$ cat src/rtl/dds_key_ctrl.sv
// dds_key_ctrl: front-panel key events to DDS tuning word, step size and waveform select
module dds_key_ctrl #(
  parameter int          FW         = 32,
  parameter int unsigned HOLD_CYC   = 25_000_000,
  parameter int unsigned REPEAT_CYC = 5_000_000,
  parameter int unsigned STEP_BASE  = 86,
  parameter int unsigned FREQ_INIT  = 85_899_346,
  parameter int unsigned FREQ_MIN   = 0,
  parameter int unsigned FREQ_MAX   = 2_147_483_647
) (
  input  logic          clk,
  input  logic          rst,
  input  logic          key_up_n,
  input  logic          key_down_n,
  input  logic          key_step_n,
  input  logic          key_wave_n,
  output logic [FW-1:0] freq_word,
  output logic [1:0]    step_sel,
  output logic [1:0]    wave_sel,
  output logic          update
);
  localparam int CW = $clog2((HOLD_CYC > REPEAT_CYC ? HOLD_CYC : REPEAT_CYC) + 1);
  localparam logic [FW:0] S0 = (FW+1)'(STEP_BASE);
  localparam logic [FW:0] S1 = (FW+1)'(STEP_BASE * 10);
  localparam logic [FW:0] S2 = (FW+1)'(STEP_BASE * 100);
  localparam logic [FW:0] S3 = (FW+1)'(STEP_BASE * 1000);
  localparam logic [FW:0] MAXW = (FW+1)'(FREQ_MAX);
  localparam logic [FW:0] MINW = (FW+1)'(FREQ_MIN);
  typedef enum logic [1:0] {IDLE, HOLD, REPEAT} state_t;
  state_t st;
  logic dir;
  logic [CW-1:0] cnt;
  logic [3:0] keys, smp, prv, arm, press;
  logic both, act_lo, start, rep, go, go_up;
  logic [FW:0] step, sum;
  logic [FW-1:0] up_v, dn_v, nf;
  assign keys = {key_wave_n, key_step_n, key_down_n, key_up_n};
  // a press is a falling sample edge on a key that has been seen released since reset
  always_comb begin
    press = arm & ~smp & prv;
    both = ~smp[0] & ~smp[1];
    act_lo = dir ? ~smp[0] : ~smp[1];
    start = st == IDLE && !both && (press[0] || press[1]);
    rep = st != IDLE && act_lo && !both && cnt == '0;
    go = start || rep;
    go_up = start ? press[0] : dir;
    step = step_sel == 2'd0 ? S0 : step_sel == 2'd1 ? S1 : step_sel == 2'd2 ? S2 : S3;
    sum = {1'b0, freq_word} + step;
    up_v = sum > MAXW ? MAXW[FW-1:0] : sum[FW-1:0];
    dn_v = {1'b0, freq_word} < MINW + step ? MINW[FW-1:0] : freq_word - step[FW-1:0];
    nf = go_up ? up_v : dn_v;
  end
  // key sampling, arming, selects, tuning word and the hold/repeat FSM
  always_ff @(posedge clk) begin
    if (rst) begin
      smp <= '1;
      prv <= '1;
      arm <= '0;
      st <= IDLE;
      dir <= 1'b0;
      cnt <= '0;
      freq_word <= FREQ_INIT[FW-1:0];
      step_sel <= 2'd0;
      wave_sel <= 2'd0;
      update <= 1'b0;
    end else begin
      smp <= keys;
      prv <= smp;
      arm <= arm | keys;
      if (press[2]) step_sel <= step_sel + 2'd1;
      if (press[3]) wave_sel <= wave_sel + 2'd1;
      update <= press[3] || (go && nf != freq_word);
      if (go) freq_word <= nf;
      if (start) begin
        st <= HOLD;
        dir <= press[0];
        cnt <= CW'(HOLD_CYC - 1);
      end else if (st != IDLE && (!act_lo || both)) begin
        st <= IDLE;
        cnt <= '0;
      end else if (rep) begin
        st <= REPEAT;
        cnt <= CW'(REPEAT_CYC - 1);
      end else if (st != IDLE) begin
        cnt <= cnt - CW'(1);
      end
    end
  end
endmodule
$ cat config.mk
export PLATFORM = sky130hd
export DESIGN_NAME = dds_key_ctrl
export DESIGN_NICKNAME = d
export VERILOG_FILES = /design/src/rtl/dds_key_ctrl.sv
export SDC_FILE = /design/constraint.sdc
export NUM_CORES = 1
export LEC_CHECK = 0
export CORE_MARGIN = 4
export CORE_UTILIZATION = 44
export CTS_CLUSTER_SIZE = 24
export DETAILED_ROUTE_END_ITERATION = 10
export GPL_TIMING_DRIVEN = 0
export SETUP_SLACK_MARGIN = 0.4
export SKIP_CTS_REPAIR_TIMING = 1
export SYNTH_ARGS = -nofsm -noshare
export SYNTH_HDL_FRONTEND = slang
export SYNTH_SLANG_ARGS = --single-unit
$ cat constraint.sdc
create_clock -name clk -period 4.9 [get_ports clk]
set_input_delay 0.98 -clock clk [delete_from_list [all_inputs] [get_ports clk]]
set_output_delay 0.98 -clock clk [all_outputs]
set_load 0.01 [all_outputs]
# Word level (Yosys, flattened, before mapping)
# Index checks and enable logic that the tools add are counted.
# word_totals
out_inout_bits	37
ff_bits	77
# classes
eq_ne	3
reduce_logical	22
bitwise	7
addsub	5
magnitude_cmp	2
n_mux	15
# ops
op	n
$mux 25	4
$mux 32	3
$mux 17	3
$add 32x17->33	1
$gt 33x31->1 const B	1
$lt 32x17->1	1
$ne 32x32->1	1
$sub 32x17->32	1
$logic_not 25->1	1
$sub 25x1->25 const B	1
$and 4x4->4	2
$logic_and 1x1->1	7
$mux 1	5
$add 2x1->2 const B	2
$logic_not 2->1	2
$logic_or 1x1->1	4
$not 4->4	1
$or 4x4->4	1
$reduce_bool 2->1	2
$reduce_bool 4->1	1
$reduce_or 4->1	1
$reduce_bool 3->1	1
$reduce_or 3->1	1
$eq 2x1->1 const B	1
other kinds (4)	6

# Longest topological paths before layout
# Gate-level depths: netlist of run 1.
# depth
word_depth	11
depth_mapped	19
ltp_nobuf	17

# Worst setup path before layout of run 1
# Ideal clock, no wire load.
# synth_path
kind	reg2reg
start	reg step_sel[0]
end	reg update
slack_ns	0.863
arrival_time_ns	3.902
path_stages_with_launch	16
setup_ns	0.136
cell_sequence	dfxtp_1 -> inv_1 -> ha_1 -> or2_2 -> ha_1 -> buf_2 -> a211o_1 -> a31oi_1 -> o22ai_1 -> nor2_1 -> nor2_1 -> a311oi_1 -> a211oi_1 -> or4_1 -> nor4_1 -> a311oi_1
# synth_between
elab_chain_cells	11
# synth_rtl
element	line_no	rtl
start, declared	18	output logic [1:0] step_sel,
start signal, assigned	70	if (press[2]) step_sel <= step_sel + 2'd1;
$eq 2x2->1	47	step = step_sel == 2'd0 ? S0 : step_sel == 2'd1 ? S1 : step_sel == 2'd2 ? S2 : S3;
$mux 17 (2 in a row)	47	
$mux 17 (*)	47	
$add 32x17->33	48	sum = {1'b0, freq_word} + step;
$gt 33x31->1	49	up_v = sum > MAXW ? MAXW[FW-1:0] : sum[FW-1:0];
$mux 32	49	
$mux 32 (*)	51	nf = go_up ? up_v : dn_v;
$ne 32x32->1 (*)	72	update <= press[3] || (go && nf != freq_word);
$logic_and 1x1->1 (*)	72	
$logic_or 1x1->1 (*)	72	
end signal, assigned	72	
end, declared	20	output logic update
# Every way passes the cells marked *; elsewhere a longest branch is shown, timed or not.
# A chain may end at the register's enable or synchronous reset.

# Worst setup path after layout of run 1
# Same ends and word-level chain as after synthesis.

==> flow_summary_export.csv, run 1 <==
group,metric,value,unit
outcome,status,"completed",
cells_and_area,n_fill_cell,1492,
worst_setup_path,reg2reg_depth,16,
logic_synthesis,syn_area,6490,um2
hold_path,hp-class,"register to register",
logic_synthesis,synth.ff_latch_count,77,
cells_and_area,seqCellArea,1540,um2
worst_setup_path,timing.rr.start,"step_sel[0]$_SDFFE_PP0P_",
worst_setup_path,regToRegSetupSlack,0.45,ns
run,cap_violations,0,
worst_setup_path,cp.arrival,4.65,ns
timing,drv_slew,0,
cells_and_area,multiInputGateArea,4820,um2
power_and_ir_drop,p_per_area,264,nW/um2
floorplanning,chipHeight,129,um
global_routing,grt_max_degree,14,
power_and_ir_drop,peakVddDrop,0.000170,V
routing,wl_met1,10800,um
hold_path,holdPathStages,1,
placed_design,port_buffers,41,
floorplanning,num_rows,44,
worst_setup_path,crit_chain,"inv_1 -> ha_2 -> inv_1 -> nand2_1 -> ha_2 -> nor2b_1 -> or2_2 -> nand3b_1 -> a31oi_1 -> nand3b_1 -> a221oi_1 -> or3_1 -> a21oi_1 -> nand4_1 -> nor4_4 -> a311oi_2",
timing,min_period_over_period,0.908,
worst_setup_path,cpMaxStageDelayCell,"a31oi_1",
worst_setup_path,cp_max_fo,6,
routing,drc,0,
timing,fmax,225,MHz
floorplanning,die_x,129,um
clock_network,clk_pin_slew_worst_paths,0.06,ns
timing,fin_skew,0.00870,ns
worst_setup_path,end_kind,"register",
routing,detail-route-antenna-nets,0,
worst_setup_path,reg2reg_to,"update$_SDFF_PP0_",
logic_synthesis,synth-seq-area-share,0.238,
floorplanning,die_area,16800,um2
routing,vias,7244,
cells_and_area,syn_to_final_growth,18.7,%
clock_network,cts.sinks,77,
timing,holdWs,0.439,ns
clock_network,cts_root_buf,"clkbuf_16",
clock_network,cts_made_buffers,9,
global_routing,antenna_found_initial,0,
logic_synthesis,synth.net_count,942,
floorplanning,ioPinCount,43,
timing,min_period,4.45,ns
placed_design,dp_hpwl,18400,um
global_routing,grt_pass1_vias,6773,
power_and_ir_drop,leakagePower,2.83,nW
logic_synthesis,synth_flop_cell,"dfxtp_1",
logic_synthesis,avgSynthCellArea,7.19,um2
floorplanning,start_util,0.448,
logic_synthesis,synth-async-reset-ratio,0,
worst_setup_path,worstSetupStartpoint,"step_sel[0]$_SDFFE_PP0P_",
worst_setup_path,crit_path_max_incr_delay,0.61,ns
placed_design,gp_congestion,1.00,
logic_synthesis,synth_cell_types,77,
routing,wl_met2,10800,um
worst_setup_path,path_buf_inv,2,
routing,firstDrtPassIters,5,
clock_network,cts.htree.levels,3,
timing,rsz0062_at_grt,"false",
timing,setup_viol,0,
cells_and_area,n_antenna_cell,0,
worst_setup_path,path_depth,16,
routing,viasPerCell,6.32,
power_and_ir_drop,finalPower,2.04,mW
worst_setup_path,cp-start-kind,"register",
routing,highest_layer,"met4",
timing,maxSlewHeadroom,0.261,
routing,wl_met3,2440,um
global_routing,grt.overflow.total,0,
routing,drt-initial-drc-count,735,
routing,wl_per_cell,21.8,um
timing,hold_viol_final,0,
worst_setup_path,worstSetupPathType,"register to register",
cells_and_area,drive_above_1_share,0.107,
floorplanning,core,14500,um2
clock_network,cts_tree,"done",
worst_setup_path,crit_end,"update$_SDFF_PP0_",
logic_synthesis,synth_cells,902,
clock_network,insertion_delay,0.36,ns
timing,fin_tns_setup,0,ns
global_routing,grt_pass1_wl,38400,um
cells_and_area,finish.net_count,998,
worst_setup_path,cpLargestDelayFamily,"simple AND/OR/NAND/NOR gates",
routing,wl,25000,um
worst_setup_path,worstPathRequired,5.10,ns
clock_network,clk_path_buf_depth,2,
logic_synthesis,synth_edf_count,0,
global_routing,grt_use_total,0.299,
logic_synthesis,yosysWarnings,0,
timing,worst_pin_slew,1.10,ns
## layout by cell type, fill, tap and decap left out, drive strengths merged, types with 7 or more instances in the layout
| cell | n |
|---|---|
| nor2 | 105 |
| a21oi | 98 |
| nand2 | 81 |
| dfxtp | 77 |
| o21ai | 67 |
| clkbuf | 53 |
| clkdlybuf4s50 | 41 |
| inv | 35 |
| nor3 | 33 |
| ha | 32 |
| xnor2 | 22 |
| a31oi | 21 |
| or2 | 19 |
| nand3 | 18 |
| nor4 | 17 |
| nand2b | 16 |
| o211ai | 14 |
| buf | 14 |
| a21o | 12 |
| nor2b | 11 |
| o21a | 9 |
| a211oi | 9 |
| o221ai | 9 |
| or3 | 8 |
| and3 | 8 |
| or4 | 8 |
| mux2i | 8 |
| and2 | 7 |
| a211o | 7 |
| a22oi | 7 |
| a221oi | 7 |
## registers in the layout, indices dropped and copies added, names as in the netlist
signal and count:
update 1, wave_sel 2, arm 4, dir 1, smp 4, freq_word 32, step_sel 2, prv 4
cnt 25, st 2
## cell usage after synthesis (all sizes together), types with 9 or more instances
library cell | number | share of area
inv | 34 | 0.020
nor3 | 33 | 0.026
nand2 | 81 | 0.047
nor4 | 17 | 0.016
a211oi | 9 | 0.010
dfxtp | 77 | 0.24
a31oi | 21 | 0.020
clkbuf | 40 | 0.023
a21oi | 98 | 0.078
o21a | 9 | 0.010
o21ai | 67 | 0.052
xnor2 | 22 | 0.030
nor2 | 105 | 0.061
nor2b | 11 | 0.012
buf | 13 | 0.012
nand2b | 16 | 0.015
nand3 | 18 | 0.015
ha | 32 | 0.062
or2 | 19 | 0.019
o211ai | 14 | 0.019
a21o | 12 | 0.014
o221ai | 9 | 0.012
## how the worst min path moves through the flow
| stage | slack (ns) | endpoint | from |
|---|---|---|---|
| 2_1_floorplan | 0.41 | prv[2]$_SDFF_PP1_ | smp[2]$_SDFF_PP1_ |
| 3_3_place_gp | 0.41 | prv[2]$_SDFF_PP1_ | smp[2]$_SDFF_PP1_ |
| 3_5_place_dp | 0.43 | prv[2]$_SDFF_PP1_ | smp[2]$_SDFF_PP1_ |
| 4_1_cts | 0.44 | prv[2]$_SDFF_PP1_ | smp[2]$_SDFF_PP1_ |
| 5_1_grt | 0.45 | prv[2]$_SDFF_PP1_ | smp[2]$_SDFF_PP1_ |
| 6_report | 0.44 | prv[2]$_SDFF_PP1_ | smp[2]$_SDFF_PP1_ |
## where the power goes
part           switching, mW  internal (mW)
Sequential            0.0394          0.658
Clock                  0.296          0.407
Combinational          0.398          0.237
## kinds of logic (layout without fill, tap and decap cells)
group | after synthesis | in the layout | synth area share
DFF | 77 | 77 | 0.238
adders and majority gates | 34 | 34 | 0.0679
and+or+nand+nor | 356 | 356 | 0.276
muxes | 8 | 8 | 0.0123
buffers and inverters | 87 | 147 | 0.0546
xor gates and xnor gates | 28 | 28 | 0.0378
AOI/OAI and AO/OA | 312 | 312 | 0.314
## layer usage
metal	vias up	track usage
met5	-	0
met2	404	0.445
met4	0	0.137
met1	3331	0.412
li1	3438	-
met3	71	0.0655
## stage by stage
step	setup slack (ns)	util	std cells	area, um2
2_1_floorplan	0.863	-	902	6490
3_3_place_gp	-0.478	0.492	1127	7130
3_5_place_dp	-0.313	0.492	1127	7130
4_1_cts	-0.352	0.513	1142	7430
5_1_grt	0.383	0.532	1146	7700
6_report	0.450	0.532	1146	7700
## worst reg2reg max path, cell delays in order (launching register included)
cell and delay, ns:
dfxtp_2 0.36, inv_1 0.11, ha_2 0.24, inv_1 0.14, nand2_1 0.11, ha_2 0.42
nor2b_1 0.08, or2_2 0.31, nand3b_1 0.29, a31oi_1 0.61, nand3b_1 0.24, a221oi_1 0.13
or3_1 0.36, a21oi_1 0.18, nand4_1 0.17, nor4_4 0.35, a311oi_2 0.17
## layout make-up
cell class / count / share of cell area
inverters: 34 / 0.0166
plain buffers: 53 / 0.0318
repair buffers: 45 / 0.0572
multi-input cells: 738 / 0.625
clock inverters: 5 / 0.00780
flip-flops and latches: 77 / 0.200
clock buffers: 10 / 0.0310
well taps: 184 / 0.0299
No activity file was read; power rests on OpenSTA's default activity.
==> run 2: changes to the inputs <==
Settings changed: HOLD_SLACK_MARGIN set to 0.02.
==> results of run 2 <==
No change in the layout: final DEF, timing and power equal those of run 1.
==> run 3: changes to the inputs <==
Settings changed: CORE_UTILIZATION 44 to 35.
==> flow_summary_export.csv, run 3 (synthesis gave the netlist of run 1 again) <==
group,metric,value,unit
outcome,status,"completed",
global_routing,antenna_found_initial,0,
cells_and_area,layout_common_cells,"nor2_1, a21oi_1, nand2_1",
worst_setup_path,reg2reg_to,"update$_SDFF_PP0_",
power_and_ir_drop,pwr-share-comb,0.311,
worst_setup_path,worstSetupPathType,"register to register",
power_and_ir_drop,leakagePower,2.84,nW
cells_and_area,largest_register_ffs,32,
clock_network,clk_path_buf_depth,2,
clock_network,clk_pin_slew_worst_paths,0.06,ns
placed_design,dp_hpwl,19100,um
timing,rsz0062_at_grt,"true",
cells_and_area,final_util,0.430,
global_routing,grt_pass1_vias,6815,
routing,wl_per_cell,21.7,um
placed_design,gp_congestion,0.985,
worst_setup_path,cp-start-kind,"register",
worst_setup_path,worstPathRequired,5.08,ns
global_routing,grtUsageMet3,0.0443,
global_routing,grt_use_total,0.246,
worst_setup_path,regToRegSetupSlack,0.43,ns
timing,holdWs,0.436,ns
clock_network,insertion_delay,0.35,ns
timing,setup_viol,0,
floorplanning,die_area,20800,um2
floorplanning,start_util,0.359,
clock_network,cts.htree.levels,3,
hold_path,holdPathStages,1,
cells_and_area,regMostFlops,"freq_word",
timing,fin_ws,0.431,ns
cells_and_area,finish.net_count,999,
floorplanning,die_x,144,um
floorplanning,chipHeight,144,um
timing,drv_slew,0,
cells_and_area,n_antenna_cell,0,
clock_network,cts.sinks,77,
cells_and_area,final_cells,1192,
timing,fmax,224,MHz
worst_setup_path,reg2reg_depth,15,
routing,vias,7443,
floorplanning,ioPinCount,43,
clock_network,cts_made_buffers,9,
global_routing,use_met1,0.357,
timing,min_period,4.47,ns
power_and_ir_drop,seqPwrFrac,0.343,
power_and_ir_drop,peakVddDrop,0.000164,V
timing,hold_viol_final,0,
clock_network,cts_tree,"done",
timing,min_period_over_period,0.912,
power_and_ir_drop,p_switching,737,uW
cells_and_area,drive_above_1_share,0.113,
power_and_ir_drop,finalPower,2.04,mW
global_routing,grt.busiest_layer,"met2",
worst_setup_path,worstSetupStartpoint,"step_sel[1]$_SDFFE_PP0P_",
routing,viasPerCell,6.24,
hold_path,hp-class,"register to register",
worst_setup_path,cp.arrival,4.65,ns
placed_design,port_buffers,41,
placed_design,pre_cts_ws,-0.301,ns
timing,fin_skew,0.00867,ns
worst_setup_path,timing.rr.start,"step_sel[1]$_SDFFE_PP0P_",
worst_setup_path,cp_max_fo,10,
global_routing,grt_use_met2,0.367,
timing,fin_tns_setup,0,ns
cells_and_area,final_common_cell,"nor2_1",
worst_setup_path,crit_end,"update$_SDFF_PP0_",
global_routing,grt.overflow.total,0,
cells_and_area,reg.largest.list,"freq_word x32, cnt x25",
power_and_ir_drop,p_per_area,262,nW/um2
timing,worst_pin_slew,1.25,ns
routing,detail-route-antenna-nets,0,
routing,firstDrtPassIters,8,
power_and_ir_drop,p_int,1.30,mW
cells_and_area,final_area,7770,um2
routing,wl,25900,um
placed_design,place_area,7180,um2
power_and_ir_drop,p_clk_frac,0.347,
global_routing,grt_max_degree,14,
power_and_ir_drop,swShare,0.362,
timing,maxSlewHeadroom,0.161,
floorplanning,num_rows,49,
worst_setup_path,end_kind,"register",
floorplanning,core,18100,um2
clock_network,cts_root_buf,"clkbuf_16",
cells_and_area,syn_to_final_growth,19.8,%
run,cap_violations,0,
placed_design,dpl.cell_count,1172,
routing,drt-initial-drc-count,950,
routing,drc,0,
global_routing,grt_pass1_wl,39700,um
==> run 3: cell count changes in the layout (fill, tap and decap cells not counted), sizes merged <==
cell,before,now
clkbuf,53,52
clkinv,2,1
clkinvlp,1,2
buf,14,16
==> run 3: routing by layer <==
layer | vias to the layer above | wire [um]
met2 | 415 | 11100
li1 | 3442 | -
met1 | 3509 | 11400
met4 | 0 | 900
met5 | - | 0
met3 | 77 | 2450
==> run 3: cell type report <==
| class | count | area, um2 |
|---|---|---|
| Buffer | 53 | 240 |
| Clock buffer | 10 | 239 |
| Clock inverter | 5 | 58.8 |
| Fill cell | 1848 | 10300 |
| Inverter | 34 | 128 |
| Multi-Input combinational cell | 738 | 4830 |
| Sequential cell | 77 | 1540 |
| Tap cell | 229 | 287 |
| Timing Repair Buffer | 46 | 448 |
==> run 3: worst min path at each step <==
stage | startpoint | endpoint | slack, ns
floorplan | smp[2]$_SDFF_PP1_ | prv[2]$_SDFF_PP1_ | 0.41
finish | smp[2]$_SDFF_PP1_ | prv[2]$_SDFF_PP1_ | 0.44
CTS | smp[2]$_SDFF_PP1_ | prv[2]$_SDFF_PP1_ | 0.43
global route | smp[2]$_SDFF_PP1_ | prv[2]$_SDFF_PP1_ | 0.44
global placement | smp[2]$_SDFF_PP1_ | prv[2]$_SDFF_PP1_ | 0.41
detailed placement | smp[2]$_SDFF_PP1_ | prv[2]$_SDFF_PP1_ | 0.42
==> run 3: power groups by stage <==
stage / registers [mW] / clock network, mW / logic [mW]
detailed placement: 0.711 / 0 / 0.582
global placement: 0.711 / 0 / 0.580
finish: 0.698 / 0.707 / 0.633
CTS: 0.697 / 0.712 / 0.585
floorplan: 0.704 / 0 / 0.408
global route: 0.704 / 0.738 / 0.690
==> run 3: critical path: stages (launching register included) <==
cell and delay (ns):
dfxtp_2 0.37, ha_2 0.28, inv_1 0.17, ha_1 0.32
and2b_1 0.27, a21oi_1 0.16, or3_1 0.45, o2bb2ai_2 0.30
nor2b_4 0.28, a31oi_1 0.21, buf_4 0.30, o21ai_1 0.24
xor2_1 0.21, o2111ai_1 0.15, nor4_2 0.39, a311oi_2 0.19
